`src/rtl/mem_port_arbiter.sv`:
```
// mem_port_arbiter: shares one RAM port between a core and a loader, with core priority and loader starvation relief.
module mem_port_arbiter #(
  parameter int ADDR_W       = 16,
  parameter int DATA_W       = 16,
  parameter int STARVE_LIMIT = 8
) (
  input  logic              clk,
  input  logic              reset_n,
  input  logic              core_req,
  input  logic              core_we,
  input  logic [ADDR_W-1:0] core_addr,
  input  logic [DATA_W-1:0] core_wdata,
  output logic              core_gnt,
  output logic              core_rvalid,
  input  logic              ld_req,
  input  logic              ld_we,
  input  logic [ADDR_W-1:0] ld_addr,
  input  logic [DATA_W-1:0] ld_wdata,
  output logic              ld_gnt,
  output logic              ld_rvalid,
  output logic [DATA_W-1:0] rdata,
  output logic              ram_we,
  output logic [ADDR_W-1:0] ram_addr,
  output logic [DATA_W-1:0] ram_din,
  input  logic [DATA_W-1:0] ram_dout
);
  logic [7:0] r_starve_cnt;
  logic       r_rd_core;
  logic       r_rd_ld;
  logic       w_force;
  assign w_force     = ld_req && (r_starve_cnt == 8'(STARVE_LIMIT));
  // Grants are gated by reset_n so nothing reaches the RAM while reset is held.
  assign core_gnt    = reset_n && core_req && !w_force;
  assign ld_gnt      = reset_n && ld_req && (w_force || !core_req);
  assign ram_we      = (core_gnt && core_we) || (ld_gnt && ld_we);
  assign ram_addr    = core_gnt ? core_addr : ld_gnt ? ld_addr : '0;
  assign ram_din     = core_gnt ? core_wdata : ld_gnt ? ld_wdata : '0;
  assign core_rvalid = r_rd_core;
  assign ld_rvalid   = r_rd_ld;
  assign rdata       = ram_dout;
  always_ff @(posedge clk or negedge reset_n) begin
    if (!reset_n) begin
      r_starve_cnt <= '0;
      r_rd_core    <= 1'b0;
      r_rd_ld      <= 1'b0;
    end else begin
      r_rd_core    <= core_gnt && !core_we;
      r_rd_ld      <= ld_gnt && !ld_we;
      r_starve_cnt <= (!ld_req || ld_gnt) ? '0 :
                      (r_starve_cnt == 8'(STARVE_LIMIT)) ? r_starve_cnt : r_starve_cnt + 8'd1;
    end
  end
endmodule

```
`config.mk`:
```
export PLATFORM = sky130hd
export DESIGN_NAME = mem_port_arbiter
export DESIGN_NICKNAME = d
export VERILOG_FILES = /design/src/rtl/mem_port_arbiter.sv
export SDC_FILE = /design/constraint.sdc
export NUM_CORES = 1
export LEC_CHECK = 0
export ABC_CLOCK_PERIOD_IN_PS = 2300
export CORE_MARGIN = 1.5
export CORE_UTILIZATION = 23
export DETAILED_ROUTE_END_ITERATION = 8
export GPL_ROUTABILITY_DRIVEN = 0
export GPL_TIMING_DRIVEN = 0
export PLACE_DENSITY_LB_ADDON = 0.05
export SYNTH_ARGS = -nofsm -noshare
export SYNTH_HDL_FRONTEND = slang
export SYNTH_SLANG_ARGS = --single-unit
```
`constraint.sdc`:
```
create_clock -name clk -period 2.3 [get_ports clk]
set_input_delay 0.46 -clock clk [delete_from_list [all_inputs] [get_ports clk]]
set_output_delay 0.46 -clock clk [all_outputs]
set_load 0.01 [all_outputs]
```
==> results by group, run 1 <==
Timing
  • Layout Skew: 1.81 ps
  • Setup violators final: 35
  • Fin Setup TNS: -9830 ps
  • Worst slew pin tran: 333 ps
  • Slew Viols, Final: 0
  • Slew headroom: 77.8%
  • Period utilisation layout: 114%
  • Hold WS: about 80 ps
  • Endpoints failing hold: 0
  • Final worst slack: -325 ps
  • Fin crit period: 2630 ps
  • Max Freq: 0.381 GHz
  • RSZ-0062 raised after global routing: yes

Floorplanning
  • Die ar.: 0.00505 mm2
  • Core Rows: 24
  • Die height: 71.1 um
  • Core area: approximately 0.0044 mm2
  • Initial core utilization: 24.1%
  • Die X: 71.1 um
  • Num ports: ~140

Synth
  • Mux cell area share after synthesis: 0%
  • FFs w/ async S/R, synth: 100%
  • Synth Area in XOR/XNOR: under 10%
  • Post-synth EDFFs: 0
  • Synth Instances: between 100 and 150
  • Largest family of logic cells by synthesized area: compound AO/OA/AOI/OAI gates
  • Post-Synth Adder-Cell Area: 2.35%
  • Syn_nets: 202
  • Seq cells post-synth: 10
  • Ys flop type: dfrtp_1
  • Post-Syn Area: 0.00107 mm2
  • YS warnings: 0
  • Post-synthesis compound-gate area fraction: 39.9%
  • Seq/Total Area, Yosys: around a quarter
  • Yosys cell types: 30
  • Synth Area per Inst: 9.35 um2
  • Simple logic cell fraction of the synthesized area: between 10 and 15%

Worst setup path
  • Arrival @ worst endpoint: 2170 ps
  • Slowest-stage cell, CP: or4b_4
  • CP max stage delay: approximately 570 ps
  • Crit end category: primary output
  • Startpoint Class: register
  • Worst Path Required: 1840 ps
  • Most used cell, CP: buf_6
  • Cell Chain, Critical Path: or4b_4, o311a_1, buf_6, buf_6, a32o_1, buf_2
  • CP Class: reg -> out
  • Crit path max fanout: 10

Placement
  • Post-placement worst setup slack: -1550 ps
  • Placed cells: 288
  • IO Port Bufs: 122
  • HPWL Detailed: 3770 um
  • Placed cell area: 0.00236 mm2

Route
  • Iter 0 DRT Violations: 57
  • DR pass1 iterations: 4
  • Post-DRT Antenna Nets: 0
  • Overall routed net length: 4660 um
  • Routed len/inst: between 15 and 20 um
  • Number of vias in the routed layout: approximately 1500
  • DRC Markers: 0
  • Mean number of vias per cell: 5.04

Finish
  • Most common cell after layout, fill and taps aside: clkdlybuf4s50_1
  • Area of the multi-input gates: 634 um2
  • Fin cells: 302
  • Final instance area: between 0.002 and 0.0025 mm2
  • Post-layout util: between 50% and 60%
  • Share of layout cells above drive strength 1: a little under two fifths
  • Fillers: 415
  • Reg area: 253 um2
  • # diodes: 0
  • Area grow syn2layout: 126%
  • Final net count: 340
  • Commonest cells after routing, fill and taps aside: clkdlybuf4s50_1, buf_2, a32o_1, buf_4, buf_6

Pwr
  • Leakage: 1.05 nW
  • Maximum vdd ir drop: 0.209 mV
  • Power density cells: 312 mW/mm2
  • Power, Total: 749 uW

GRT
  • First-pass GRT wire length: 7260 um
  • Antenna violations before repair: 0
  • Total gr overflow: 0
  • Vias in the first global route: around 1600
  • Largest net degree at the start of global routing: 12
  • Gr usage total: 17.8%

Run
  • Max-cap violations: 0

Min path
  • Worst Hold Class: in -> async

CTS
  • Latest clock arrival within the worst-skew pair: 230 ps
  • Clock buffer count from CTS: 3
  • Max clock buf depth: 2
  • CTS tree: yes
  • Num Clock Sinks: 10
  • # hold bufs at CTS: 0
  • Max H-tree Level: 1
  • Root Driver: clkbuf_8
  • Reg clk slew, reported paths: 40 ps

Status
  • Status: finished, violations left
  • Violated checks: setup timing
[worst paths after layout]
path / slack, ps / start / cells after the start / end
max: -330 / r_starve_cnt[7] / 6 / ram_din[5]
min: 80 / reset_n / 1 / r_starve_cnt[5]
max reg2reg: 470 / r_starve_cnt[1] / 7 / r_starve_cnt[1]
min reg2reg: 580 / r_starve_cnt[7] / 2 / r_starve_cnt[7]
max in group asynchronous: 2010 / reset_n / 1 / r_starve_cnt[0]
min in group clk: 580 / r_starve_cnt[7] / 2 / r_starve_cnt[7]
[final cells by class]
type	count	share of cell area, %
flip-flops and latches	10	10.5
well taps	52	2.71
multi-input cells	71	26.4
repair buffers	133	48.2
inverters	5	0.989
plain buffers	28	9.47
clock buffers	3	1.72
[worst max-delay path, delay by kind of cell (launching register included)]
family | cells | cell delay [ps]
buffers and inverters | 3 | 420
AO/OA/AOI/OAI | 2 | 560
AND/OR/NAND/NOR | 1 | 570
flip-flops | 1 | 380
[layer usage]
metal | routed length (um) | GRT usage, %
met1 | 1630 | 18.0
met3 | 399 | 3.99
met5 | 0 | 0
met4 | 53 | 5.03
met2 | 2570 | 35.9
[synth_stat cells, drive strengths merged (2+ instances only)]
library cell | n | area share [%]
ha | 2 | 2.3
a211oi | 2 | 1.4
inv | 4 | 1.4
buf | 24 | 17
a32o | 33 | 31
or3 | 3 | 1.8
clkbuf | 4 | 1.4
nand3 | 5 | 2.3
xor2 | 2 | 1.6
a221oi | 3 | 2.5
nand2 | 3 | 1.1
o21ai | 4 | 1.9
o32ai | 2 | 1.6
dfrtp | 10 | 23
[sequential cells by signal (all words and copies together), names as in the netlist]
name          cells
core_rvalid       1
ld_rvalid         1
r_starve_cnt      8
[cell families after synthesis]
logic type	Yosys count
buf+inv	33
simple gates	20
fa+ha+maj	2
xor+xnor	3
compound gates	46
flops	10
[repair_timing]
item / in CTS / in global routing
resized for setup: 171 / 12
pin swaps: 6 / 7
setup endpoints to repair: 36 / 35
gates cloned: 1 / 0
buffers inserted: 8 / 2
[power breakdown]
group          switching [mW]  internal, mW
sequential            0.00278         0.181
combinational           0.142         0.246
clock                  0.0637         0.114
(Power assumes the default switching activity.)
==> inputs of run 2 (changes only) <==
--- a/config.mk
+++ b/config.mk
@@ -12,6 +12,9 @@
 export GPL_ROUTABILITY_DRIVEN = 0
 export GPL_TIMING_DRIVEN = 0
 export PLACE_DENSITY_LB_ADDON = 0.05
+export SKIP_LAST_GASP = 1
+export SLEW_MARGIN = 25
 export SYNTH_ARGS = -nofsm -noshare
 export SYNTH_HDL_FRONTEND = slang
 export SYNTH_SLANG_ARGS = --single-unit
+export TNS_END_PERCENT = 20
==> run 2 against run 1 <==
  * The flow still finishes with violations (setup timing)
  * Design area up 3.5%
  * Fmax down 1.5%
  * Clock power about the same
  * Critical path depth up 1
  * Sequential power about the same
  * First-iteration DRC count down 58%
  * Setup slack worse by 41 ps
  * Non-clock buffer count up 1
  * Register-to-register slack worse by 30 ps
  * Clock-buffer cell count unchanged
  * Highest routed layer unchanged
==> results by group, run 2 (same netlist as run 1, synthesis figures left out) <==
GRT
  • First-pass GRT wire length: 7180 um (was 7260 um)
  • Total gr overflow: 0 (unchanged)
  • Vias in the first global route: 1608 (was 1625)
  • Antenna violations before repair: 0 (unchanged)
  • Gr usage total: 17.6% (was 17.8%)
  • Largest net degree at the start of global routing: 12 (unchanged)

Finish
  • Most common cell after layout, fill and taps aside: clkdlybuf4s50_1 (unchanged)
  • Largest Register: r_starve_cnt (unchanged)
  • Post-layout util: 56.4% (was 54.5%)
  • Final net count: 341 (was 340)
  • Max reg flops: 8 (unchanged)
  • # diodes: 0 (unchanged)
  • Commonest cells after routing, fill and taps aside: clkdlybuf4s50_1, a32o_1, buf_2, buf_4, dfrtp_1 (was clkdlybuf4s50_1, buf_2, a32o_1, buf_4, buf_6)
  • Area grow syn2layout: 133% (was 126%)
  • Share of layout cells above drive strength 1: 34.7% (was 36.8%)

Pwr
  • Clock power frac: 23.4% (was 23.7%)
  • Int Power: 547 uW (was 541 uW)
  • Leakage: 1.07 nW (was 1.05 nW)
  • Sw Share: 27.7% (was 27.8%)
  • Comb pwr share: 52.3% (was 51.7%)
  • Maximum vdd ir drop: 0.206 mV (was 0.209 mV)
  • Power density cells: 304 mW/mm2 (was 312 mW/mm2)
  • Reg power frac: 24.3% (was 24.5%)
  • Switching power: 210 uW (was 208 uW)

Worst setup path
  • Worst Path Required: 1840 ps (about the same)
  • Arrival @ worst endpoint: 2210 ps (was 2170 ps)
  • Slowest-stage cell, CP: clkdlybuf4s50_1 (was or4b_4)
  • Crit end category: primary output (unchanged)
  • CP Class: in -> out (was reg -> out)
  • Family with the most delay on the worst path: buffers and inverters (was simple AND/OR/NAND/NOR gates)
  • Cell Chain, Critical Path: clkdlybuf4s50_1, clkinv_4, o311a_4, buf_12, clkbuf_16, a32o_1, buf_2 (was or4b_4, o311a_1, buf_6, buf_6, a32o_1, buf_2)
  • Startpoint Class: input port (was register)
  • Crit path buffers/inverters: 5 (was 3)
  • CP max stage delay: 570 ps (about the same)
  • Crit path max fanout: 9 (was 10)

Run
  • Max-cap violations: 0 (unchanged)

Placement
  • Post-placement worst setup slack: -1550 ps (unchanged)
  • HPWL Detailed: 3770 um (unchanged)
  • IO Port Bufs: 122 (unchanged)

Route
  • Post-DRT Antenna Nets: 0 (unchanged)
  • Overall routed net length: 4800 um (was 4660 um)
  • Routed len/inst: 15.8 um (was 15.4 um)
  • Iter 0 DRT Violations: 24 (was 57)
  • Mean number of vias per cell: 5.17 (was 5.04)
  • Number of vias in the routed layout: 1566 (was 1522)
  • DR pass1 iterations: 4 (unchanged)
  • DRC Markers: 0 (unchanged)

Floorplanning
  • Die X: 71.1 um (unchanged)
  • Initial core utilization: 24.1% (unchanged)
  • Die height: 71.1 um (unchanged)
  • Num ports: 139 (unchanged)
  • Core area: 0.00441 mm2 (unchanged)
  • Core Rows: 24 (unchanged)
  • Die ar.: 0.00505 mm2 (unchanged)

Timing
  • Slew headroom: 78.6% (was 77.8%)
  • Setup violators final: 35 (unchanged)
  • Max Freq: 0.375 GHz (was 0.381 GHz)
  • Final worst slack: -366 ps (was -325 ps)
  • Layout Skew: 0.314 ps (was 1.81 ps)
  • Period utilisation layout: 116% (was 114%)
  • Slew Viols, Final: 0 (unchanged)
  • Worst slew pin tran: 322 ps (was 333 ps)
  • Endpoints failing hold: 0 (unchanged)
  • RSZ-0062 raised after global routing: yes (unchanged)
  • Fin crit period: 2670 ps (was 2630 ps)

CTS
  • Max clock buf depth: 2 (unchanged)
  • Latest clock arrival within the worst-skew pair: 230 ps (about the same)
  • CTS tree: yes (unchanged)
  • Max H-tree Level: 1 (unchanged)
  • Num Clock Sinks: 10 (unchanged)
  • Root Driver: clkbuf_8 (unchanged)
  • Clock buffer count from CTS: 3 (unchanged)
  • Reg clk slew, reported paths: 40 ps (about the same)

Status
  • Status: finished, violations left (unchanged)
  • Violated checks: setup timing (unchanged)

Min path
  • Worst Hold Class: in -> async (unchanged)
## run 2: power by group through the flow
stage	sequential [mW]	combinational (mW)	clock, mW
6_report	0.184	0.396	0.177
3_3_place_gp	0.189	0.377	0
4_1_cts	0.183	0.369	0.182
5_1_grt	0.184	0.423	0.190
3_5_place_dp	0.189	0.382	0
2_1_floorplan	0.188	0.137	0
## run 2: through the flow
stage / cells / TNS, ps / hold slack (ps) / area [um2] / power [mW]
global route: 303 / -13850 / 96.0 / 2490 / 0.797
global placement: 288 / -48230 / 567 / 2360 / 0.566
detailed placement: 288 / -51640 / 573 / 2360 / 0.571
finish: 303 / -11700 / 84.6 / 2490 / 0.757
floorplan: 114 / 0 / 164 / 1070 / 0.326
CTS: 295 / -12120 / 88.6 / 2330 / 0.734
## run 2: worst reg2reg max path, stage by stage, from the launching register on
cell,delay (ps)
dfrtp_1,380
or4b_4,560
o311a_4,380
buf_12,150
clkbuf_16,150
nor2b_1,120
## run 2: area by class of cell
class / instances / area [um2]
inverter: 5 / 23.8
buffer: 28 / 239
clock buffer: 3 / 41.3
tap: 52 / 65.1
fill: 408 / 1930
timing repair buffer: 134 / 1220
multi-input combinational: 71 / 644
sequential: 10 / 253
## run 2: path summary, 6_finish.rpt
| kind | slack [ps] | cells after the start | end | from |
|---|---|---|---|---|
| max | -370 | 7 | ram_addr[4] | ld_req |
| min | 80 | 1 | r_starve_cnt[5] | reset_n |
| max reg2reg | 440 | 5 | core_rvalid | r_starve_cnt[7] |
| min reg2reg | 580 | 2 | r_starve_cnt[7] | r_starve_cnt[7] |
| max in group asynchronous | 2000 | 1 | r_starve_cnt[0] | reset_n |
| min in group clk | 580 | 2 | r_starve_cnt[7] | r_starve_cnt[7] |
## run 2: timing repair
item / 4_1_cts / 5_1_grt
gates resized for setup: 145 / 15
setup buffers: 4 / 4
setup endpoints to repair: 36 / 35
gates cloned: 0 / 4
hold buffers: 0 / 0
pin swaps: 3 / 3
## run 2: per-layer routing
| layer | global-route usage (%) | up-vias | share of wire, % |
|---|---|---|---|
| met4 | 7.13 | 0 | 1.0 |
| met2 | 34.3 | 85 | 56 |
| met3 | 4.27 | 4 | 8.7 |
| met5 | 0 | - | 0 |
| met1 | 17.7 | 746 | 34 |
| li1 | - | 731 | - |
